===== src/rtl/iua_cdr_if.sv =====
// Link between the iua_phy capture stage and the CDR: two line samples in,
// strobed decoded bits plus status out.
interface iua_cdr_if;
    logic [1:0] cap;
    logic       bit_data;
    logic       bit_stb;
    logic       stuff_err;
    logic       active;

    modport master (output cap, input bit_data, bit_stb, stuff_err, active);
    modport slave  (input cap, output bit_data, bit_stb, stuff_err, active);
endinterface


===== src/rtl/iua_cdr.sv =====
// Clock/data recovery: edge-resynchronised phase tracking over two samples per
// clock, mid-bit sampling, NRZI decode and bit unstuffing.
module iua_cdr #(
    parameter int PERIOD    = 8,
    parameter int IDLE_BITS = 8
) (
    input  logic     clk,
    input  logic     rst_n,
    iua_cdr_if.slave bus
);
    localparam int IDLE_MAX = IDLE_BITS * PERIOD;
    localparam int PW       = $clog2(PERIOD);
    localparam int IW       = $clog2(IDLE_MAX + 1);
    localparam logic [PW-1:0] PH_LAST   = PW'(PERIOD - 1);
    localparam logic [PW-1:0] PH_MID    = PW'(PERIOD / 2);
    localparam logic [IW-1:0] IDLE_SAT  = IW'(IDLE_MAX);
    localparam logic [IW-1:0] IDLE_NEAR = IW'(IDLE_MAX - 2);

    logic          prev_q, prev_d;
    logic [PW-1:0] ph_q, ph_d, ph0;
    logic [IW-1:0] idle_q, idle_d;
    logic          active_q, active_d;
    logic          lvl_q, lvl_d;
    logic [2:0]    ones_q, ones_d;
    logic          data_q, data_d;
    logic          stb_q, stb_d;
    logic          err_q, err_d;
    logic          edge0, edge1, hit0, hit1, hit, smp, raw;

    // Phase tracking for both samples in time order, plus line-activity timing.
    always_comb begin
        edge0  = bus.cap[0] != prev_q;
        ph0    = edge0 ? '0 : ((ph_q == PH_LAST) ? '0 : ph_q + 1'b1);
        edge1  = bus.cap[1] != bus.cap[0];
        ph_d   = edge1 ? '0 : ((ph0 == PH_LAST) ? '0 : ph0 + 1'b1);
        hit0   = ph0 == PH_MID;
        hit1   = ph_d == PH_MID;
        hit    = hit0 | hit1;
        smp    = hit1 ? bus.cap[1] : bus.cap[0];
        raw    = smp == lvl_q;
        prev_d = bus.cap[1];
        lvl_d  = hit ? smp : lvl_q;

        idle_d   = '0;
        active_d = 1'b1;
        if (!(edge0 | edge1)) begin
            idle_d   = (idle_q >= IDLE_NEAR) ? IDLE_SAT : idle_q + IW'(2);
            active_d = (idle_d == IDLE_SAT) ? 1'b0 : active_q;
        end
    end

    // Unstuffing runs on the pre-update activity flag, so the sample point in
    // the cycle where activity times out is still delivered.
    always_comb begin
        stb_d  = 1'b0;
        err_d  = 1'b0;
        data_d = data_q;
        ones_d = ones_q;
        if (active_q && hit) begin
            if (ones_q == 3'd6) begin
                ones_d = '0;
                err_d  = raw;
            end else begin
                stb_d  = 1'b1;
                data_d = raw;
                ones_d = raw ? ones_q + 3'd1 : '0;
            end
        end
        if (!active_d) begin
            ones_d = '0;
        end
    end

    always_ff @(posedge clk or negedge rst_n) begin
        if (!rst_n) begin
            prev_q   <= 1'b1;
            ph_q     <= '0;
            idle_q   <= '0;
            active_q <= 1'b0;
            lvl_q    <= 1'b1;
            ones_q   <= '0;
            data_q   <= 1'b0;
            stb_q    <= 1'b0;
            err_q    <= 1'b0;
        end else begin
            prev_q   <= prev_d;
            ph_q     <= ph_d;
            idle_q   <= idle_d;
            active_q <= active_d;
            lvl_q    <= lvl_d;
            ones_q   <= ones_d;
            data_q   <= data_d;
            stb_q    <= stb_d;
            err_q    <= err_d;
        end
    end

    assign bus.bit_data  = data_q;
    assign bus.bit_stb   = stb_q;
    assign bus.stuff_err = err_q;
    assign bus.active    = active_q;
endmodule


===== src/flat_wrapper.sv =====
// flat-port wrapper written by rule: the top's interface ports become plain ports
module iua_cdr_flat 
#(
    parameter int PERIOD    = 8,
    parameter int IDLE_BITS = 8
)
  (clk, rst_n, bus_cap, bus_bit_data, bus_bit_stb, bus_stuff_err, bus_active);
  iua_cdr_if bus_i ();
  input  logic clk;
  input  logic rst_n;
  input wire logic [$bits(bus_i.cap)-1:0] bus_cap;
  output wire logic [$bits(bus_i.bit_data)-1:0] bus_bit_data;
  output wire logic [$bits(bus_i.bit_stb)-1:0] bus_bit_stb;
  output wire logic [$bits(bus_i.stuff_err)-1:0] bus_stuff_err;
  output wire logic [$bits(bus_i.active)-1:0] bus_active;
  assign bus_i.cap = bus_cap;
  assign bus_bit_data = bus_i.bit_data;
  assign bus_bit_stb = bus_i.bit_stb;
  assign bus_stuff_err = bus_i.stuff_err;
  assign bus_active = bus_i.active;
  iua_cdr #(.PERIOD(PERIOD), .IDLE_BITS(IDLE_BITS)) u_core (.clk(clk), .rst_n(rst_n), .bus(bus_i));
endmodule

===== config.mk =====
export PLATFORM = sky130hd
export DESIGN_NAME = iua_cdr_flat
export DESIGN_NICKNAME = d
export VERILOG_FILES = /design/src/rtl/iua_cdr_if.sv /design/src/rtl/iua_cdr.sv /design/src/flat_wrapper.sv
export SDC_FILE = /design/constraint.sdc
export NUM_CORES = 1
export LEC_CHECK = 0
export CAP_MARGIN = 20
export CORE_MARGIN = 5
export CORE_UTILIZATION = 60
export CTS_BUF_LIST = sky130_fd_sc_hd__clkbuf_4 sky130_fd_sc_hd__clkbuf_8
export DETAILED_ROUTE_END_ITERATION = 7
export PLACE_DENSITY = 0.82
export SLEW_MARGIN = 20
export SYNTH_ARGS = -nofsm -noshare
export SYNTH_HDL_FRONTEND = slang
export SYNTH_SLANG_ARGS = --single-unit
export TNS_END_PERCENT = 10

===== constraint.sdc =====
create_clock -name clk -period 7.25 [get_ports clk]
set_clock_uncertainty 0.2 [all_clocks]
set_input_delay 1.45 -clock clk [delete_from_list [all_inputs] [get_ports clk]]
set_output_delay 1.45 -clock clk [all_outputs]
set_load 0.02 [all_outputs]

==> results of run 1 <==
-- synth_stat cells, types with 2 or more instances --
| cell type | instances | area share [%] |
|---|---|---|
| sky130_fd_sc_hd__nor3b_1 | 3 | 2.1 |
| sky130_fd_sc_hd__nor3_1 | 2 | 0.92 |
| sky130_fd_sc_hd__xor2_1 | 2 | 1.6 |
| sky130_fd_sc_hd__and2_1 | 4 | 2.3 |
| sky130_fd_sc_hd__nand2_1 | 5 | 1.7 |
| sky130_fd_sc_hd__nor3_2 | 2 | 1.8 |
| sky130_fd_sc_hd__nor2_1 | 8 | 2.8 |
| sky130_fd_sc_hd__o21ai_2 | 2 | 1.6 |
| sky130_fd_sc_hd__dfrtp_1 | 17 | 39 |
| sky130_fd_sc_hd__inv_1 | 6 | 2.1 |
| sky130_fd_sc_hd__o21ai_0 | 6 | 2.8 |
| sky130_fd_sc_hd__ha_1 | 8 | 9.2 |
| sky130_fd_sc_hd__mux2i_1 | 3 | 2.8 |
| sky130_fd_sc_hd__xnor2_1 | 3 | 2.4 |
| sky130_fd_sc_hd__and3b_1 | 2 | 1.6 |
| sky130_fd_sc_hd__dfstp_2 | 2 | 4.8 |
| sky130_fd_sc_hd__nand3_1 | 5 | 2.3 |
-- routing by layer --
metal	vias up	wire, um	track usage [%]
li1	377	-	-
met4	0	19	6.38
met1	358	812	18.8
met3	2	40	3.42
met2	7	891	26.4
met5	-	0	0
-- layout make-up --
| type | count | area [sq um] | share of cell area [%] |
|---|---|---|---|
| inverters | 6 | 22.5 | 1.86 |
| well taps | 25 | 31.3 | 2.58 |
| repair buffers | 7 | 70.1 | 5.79 |
| flip-flops and latches | 19 | 478 | 39.5 |
| multi-input cells | 74 | 579 | 47.8 |
| clock buffers | 4 | 30.0 | 2.48 |
-- worst paths after layout --
| kind | slack [ns] | from | end | cells after the start |
|---|---|---|---|---|
| setup / recovery | 3.30 | bus_cap[0] | u_core.ones_q[0] | 9 |
| hold / removal | 0.29 | u_core.idle_q[1] | u_core.idle_q[1] | 1 |
| setup reg to reg | 4.52 | u_core.ph_q[0] | u_core.lvl_q | 10 |
| hold reg to reg | 0.29 | u_core.idle_q[1] | u_core.idle_q[1] | 1 |
| max in group asynchronous | 4.89 | rst_n | u_core.ph_q[0] | 1 |
| min in group asynchronous | 1.44 | rst_n | u_core.idle_q[3] | 1 |
-- state kept, by name (all words and copies together), names as in the netlist --
signal,count
u_core.bus.active,1
u_core.bus.bit_data,1
u_core.bus.bit_stb,1
u_core.bus.stuff_err,1
u_core.idle_q,7
u_core.lvl_q,1
u_core.ones_q,3
u_core.ph_q,3
u_core.prev_q,1
-- worst reg2reg max path, cell delays in order, from the launching register on --
cell and delay (ns):
sky130_fd_sc_hd__dfrtp_1 0.44, sky130_fd_sc_hd__ha_1 0.18, sky130_fd_sc_hd__ha_1 0.22, sky130_fd_sc_hd__nor2_1 0.06, sky130_fd_sc_hd__and2_1 0.17, sky130_fd_sc_hd__ha_1 0.19
sky130_fd_sc_hd__ha_1 0.24, sky130_fd_sc_hd__or3_4 0.35, sky130_fd_sc_hd__o32ai_4 0.20, sky130_fd_sc_hd__o21ai_2 0.12, sky130_fd_sc_hd__mux2_4 0.31
-- per-stage QoR --
stage / area (sq um) / utilization (%) / worst slack, ns
floorplan: 1090 / - / 3.74
global placement: 1180 / 68.4 / 3.12
detailed placement: 1180 / 68.4 / 3.00
CTS: 1210 / 70.1 / 3.30
global route: 1210 / 70.1 / 3.11
finish: 1210 / 70.1 / 3.30
-- power by group through the flow --
stage	Combinational, mW	Clock [mW]	Sequential [mW]
after CTS	0.0865	0.0567	0.135
after floorplan	0.0596	0	0.139
after global placement	0.0832	0	0.137
after detailed placement	0.0860	0	0.138
after global routing	0.0973	0.0622	0.137
final	0.0852	0.0546	0.135
-- kinds of logic after synthesis --
kind of cell | count (synthesis) | synth area share [%]
DFF | 19 | 43.8
buffers and inverters | 7 | 3.10
adders and majority gates | 8 | 9.17
xor gates and xnor gates | 5 | 4.01
muxes | 4 | 4.13
AOI/OAI and AO/OA | 19 | 14.9
and+or+nand+nor | 38 | 20.9
==> impl_metrics.json, run 1 <==
{
  "syn-cell-area_sq_mm": 0.00109,
  "cp-start-kind": "input port",
  "die-height_um": 52.6,
  "cts_inserted_buffers": 3,
  "dp.final_hpwl_um": 1350,
  "vdd.ir_drop.worst_uv": 128,
  "post-layout-total-power_uw": 275,
  "ctsLongestPathBuffers": 2,
  "p_int_uw": 188,
  "worst_pin_slew_ns": 0.843,
  "grt_overflow_total": 0,
  "fp.coreArea_sq_mm": 0.00173,
  "globalplace.congestion": 0.785,
  "route.detailed.vias_per_inst": 5.51,
  "max_cap_viol_count": 0,
  "drt_iter0_markers": 11,
  "max_freq_ghz": 0.253,
  "die_footprint_sq_mm": 0.00277,
  "timing.critical_path.slowest_stage_cell": "sky130_fd_sc_hd__clkdlybuf4s50_1",
  "die-width_um": 52.6,
  "period_share_pct": 54.5,
  "hold_violations": 0,
  "worst-endpoint-arrival_ns": 3.93,
  "synth.yosys.seq_area_share_pct": 43.8,
  "final_cell_count_no_fill": 135,
  "synthCells": 100,
  "placement_rows": 15,
  "cts-resized-gates": 0,
  "first_global_vias": 726,
  "maxSlewViolCount": 0,
  "seqPwrFrac_pct": 49.2,
  "cts_root_buf": "sky130_fd_sc_hd__clkbuf_4",
  "placedCellCount": 131,
  "grt_pass1_wl_um": 3110,
  "synth_enable_flop_cells": 0,
  "number_of_flip_flops_and_latches_in_the_synthesized_netlist": 19,
  "floorplan.initialDensity_pct": 63.2,
  "num-nets-final": 123,
  "ant_nets": 0,
  "h-tree-depth": 1,
  "commonest_non_fill_non_tap_cells_in_the_layout": "17 x sky130_fd_sc_hd__dfrtp_1, 8 x sky130_fd_sc_hd__nor2_1, 8 x sky130_fd_sc_hd__ha_1",
  "wl_per_cell_um": 13.1,
  "gr-usage-all-layers_pct": 15.6,
  "post-cts-setup-buffers": 0,
  "most_frequent_standard_cell_in_the_layout_excluding_fill_and_tap_cells": "sky130_fd_sc_hd__dfrtp_1",
  "outcome": "completed",
  "crit_path_end_kind": "flip-flop",
  "drt_pre_antenna_iters": 4,
  "comb_power_share_pct": 31.0,
  "p_sw_share_pct": 31.6,
  "synth.net_count": 112,
  "relSlewSlack_pct": 43.6,
  "switchingPower_uw": 86.8,
  "cp.required_ns": 7.22,
  "grt_max_degree": 20,
  "async_flop_share_pct": 100,
  "fin_hold_ws_ns": 0.288,
  "holdCritPathClass": "flip-flop to flip-flop",
  "power_leakage_nw": 0.549,
  "num_io_pins": 8,
  "clk_pin_slew_ns": 0.10,
  "setup_viol_count_final": 0,
  "number_of_antenna_violations_at_the_first_check_in_global_routing": 0,
  "synth_cell_type_count": 37,
  "num_vias": 744,
  "synthFlopType": "sky130_fd_sc_hd__dfrtp_1",
  "critical_path_buf_inv_count": 1,
  "num_antenna_cells": 0,
  "io_buffer_count": 7,
  "synth_warn": 0,
  "setup_repair_after_global_routing_missed_its_margin": "false",
  "crit_path_max_fanout": 8,
  "share_clk_of_total_power_pct": 19.8,
  "area_delta_synth_final_pct": 11.0,
  "filler_cell_count": 134,
  "finalSetupTns_ns": 0,
  "cpPeakStageDelay_ns": 0.56,
  "cpLargestDelayFamily": "buffers and inverters",
  "post_cts_hold_fix_bufs": 0,
  "setup.worst_path.class": "input port to flip-flop",
  "p_per_area_mw_per_mm2": 227,
  "cts.sinks": 19,
  "crit_path_cell_trace": "clkdlybuf4s50_1 -> xnor2_1 -> and2_1 -> ha_1 -> ha_1 -> nand2b_1 -> nand3_1 -> o31a_4 -> mux2i_1",
  "clk_latency_ns": 0.28,
  "syn-mean-instance-area_sq_um": 10.9,
  "tritoncts": "done",
  "critical-path-top-cell-by-count": "sky130_fd_sc_hd__ha_1",
  "post-route-drc-count": 0,
  "final_period_minus_worst_setup_slack_ns": 3.95,
  "share_of_cells_above_drive_strength_1_pct": 16.4,
  "routed_wirelength_um": 1760
}
Note: power is estimated with default switching activity, not from simulation.
==> run 2: changes to the inputs <==
CORE_UTILIZATION = 54   (was 60)
PLACE_DENSITY = 0.78   (was 0.82)
clock period = 3.6 ns   (was 7.25 ns; I/O delays follow)
==> run 2 against run 1 <==
Against the previous run:
- critical path type unchanged
- sequential power up 100%
- sequential cell count did not move
- highest routed layer unchanged
- routed wire length is 14% higher
- first-iteration DRC count fell by 9.1%
- largest power group unchanged
- cell count is 2.2% higher
==> impl_metrics.json, run 2 (synthesized netlist as in run 1, its figures left out) <==
{
  "relSlewSlack_pct": 45.0,
  "holdCritPathClass": "flip-flop to flip-flop",
  "wl_per_cell_um": 14.6,
  "max_freq_ghz": 0.332,
  "final_cell_count_no_fill": 138,
  "grt_max_degree": 20,
  "tritoncts": "done",
  "num_io_pins": 8,
  "ctsLongestPathBuffers": 2,
  "post-layout-total-power_uw": 565,
  "maxSlewViolCount": 0,
  "drt_iter0_markers": 10,
  "setup.worst_path.class": "input port to flip-flop",
  "place_worst_setup_slack_ns": 0.291,
  "number_of_antenna_violations_at_the_first_check_in_global_routing": 0,
  "floorplan.initialDensity_pct": 56.2,
  "power_leakage_nw": 0.554,
  "share_of_cells_above_drive_strength_1_pct": 17.1,
  "cpPeakStageDelay_ns": 0.44,
  "period_share_pct": 83.7,
  "crit_path_end_kind": "flip-flop",
  "io_buffer_count": 7,
  "die_footprint_sq_mm": 0.00302,
  "clk_pin_slew_ns": 0.10,
  "timing.critical_path.slowest_stage_cell": "sky130_fd_sc_hd__clkdlybuf4s50_1",
  "p_per_area_mw_per_mm2": 463,
  "placedCellCount": 134,
  "cp-start-kind": "input port",
  "place_area_sq_mm": 0.00119,
  "post_cts_hold_fix_bufs": 0,
  "die-width_um": 55.0,
  "max_cap_viol_count": 0,
  "vdd.ir_drop.worst_uv": 351,
  "num_antenna_cells": 0,
  "dp.final_hpwl_um": 1560,
  "drt_pre_antenna_iters": 3,
  "grt_pass1_wl_um": 3460,
  "die-height_um": 55.0,
  "final.setup.worst_slack_ns": 0.587,
  "post-route-cell-area_sq_mm": 0.00122,
  "setup_viol_count_final": 0,
  "area_delta_synth_final_pct": 11.9,
  "h-tree-depth": 1,
  "cpLargestDelayFamily": "simple AND/OR/NAND/NOR gates",
  "finish.utilization_pct": 62.9,
  "filler_cell_count": 168,
  "first_global_vias": 807,
  "clk_latency_ns": 0.30,
  "largest_register_ffs": 7,
  "cts_inserted_buffers": 3,
  "gr-usage-all-layers_pct": 16.2,
  "setup_repair_after_global_routing_missed_its_margin": "false",
  "cts.sinks": 19,
  "fin_hold_ws_ns": 0.283,
  "cp.required_ns": 3.61,
  "critical_path_buf_inv_count": 1,
  "grt_overflow_total": 0,
  "placement_rows": 16,
  "crit_path_max_fanout": 7,
  "reg_top3": "u_core.idle_q x7, u_core.ones_q x3, u_core.ph_q x3",
  "post-route-drc-count": 0,
  "ant_nets": 0,
  "crit_path_cell_trace": "clkdlybuf4s50_1 -> xnor2_1 -> and2_1 -> ha_1 -> ha_1 -> nand2b_1 -> nand3_1 -> o31a_4 -> mux2i_1",
  "post-cts-setup-buffers": 0,
  "final_period_minus_worst_setup_slack_ns": 3.01,
  "cts-resized-gates": 0,
  "finalSetupTns_ns": 0,
  "route.detailed.vias_per_inst": 5.54,
  "num_vias": 764,
  "worst-endpoint-arrival_ns": 3.03,
  "critical-path-top-cell-by-count": "sky130_fd_sc_hd__ha_1",
  "hold_violations": 0,
  "num-nets-final": 124,
  "regMostFlops": "u_core.idle_q",
  "commonest_non_fill_non_tap_cells_in_the_layout": "17 x sky130_fd_sc_hd__dfrtp_1, 8 x sky130_fd_sc_hd__nor2_1, 8 x sky130_fd_sc_hd__ha_1",
  "outcome": "completed",
  "routed_wirelength_um": 2010,
  "globalplace.congestion": 0.885,
  "worst_pin_slew_ns": 0.823,
  "cts_root_buf": "sky130_fd_sc_hd__clkbuf_4",
  "fp.coreArea_sq_mm": 0.00194,
  "most_frequent_standard_cell_in_the_layout_excluding_fill_and_tap_cells": "sky130_fd_sc_hd__dfrtp_1"
}
==> run 2: changes by cell type in the layout (fill, tap and decap cells not counted), sizes merged <==
| cell | delta |
|---|---|
| buf | +1 |
==> run 2: final timing paths <==
path                                       to  slack [ns]        startpoint  cells after the start
max                          u_core.ones_q[1]        0.59        bus_cap[0]                      9
min                          u_core.idle_q[1]        0.28  u_core.idle_q[1]                      1
max reg2reg                  u_core.ones_q[1]        0.83    u_core.ph_q[0]                     10
min reg2reg                  u_core.idle_q[1]        0.28  u_core.idle_q[1]                      1
max in group asynchronous    u_core.idle_q[1]        2.00             rst_n                      1
min in group asynchronous  u_core.bus.bit_stb        0.68             rst_n                      1
==> run 2: area by class of cell <==
type,count,area (sq um),area share (%)
repair buffers,8,77.6,6.35
inverters,6,22.5,1.84
multi-input cells,74,579,47.4
well taps,27,33.8,2.77
flip-flops and latches,19,478,39.1
clock buffers,4,30.0,2.46
==> run 2: power by group <==
part | total (mW) | internal (mW) | switching [mW]
Clock | 0.114 | 0.0507 | 0.0632
Combinational | 0.176 | 0.0809 | 0.0956
Sequential | 0.275 | 0.249 | 0.0254
==> run 2: layer usage <==
metal  global-route usage (%)  part of all wire, %  routed length, um  up-vias
li1                         -                    -                  -      377
met1                     18.3                   43                857      373
met2                     28.7                   53               1070       10
met3                     5.63                  2.9                 59        4
met4                     4.45                  1.3                 26        0
met5                        0                    0                  0        -
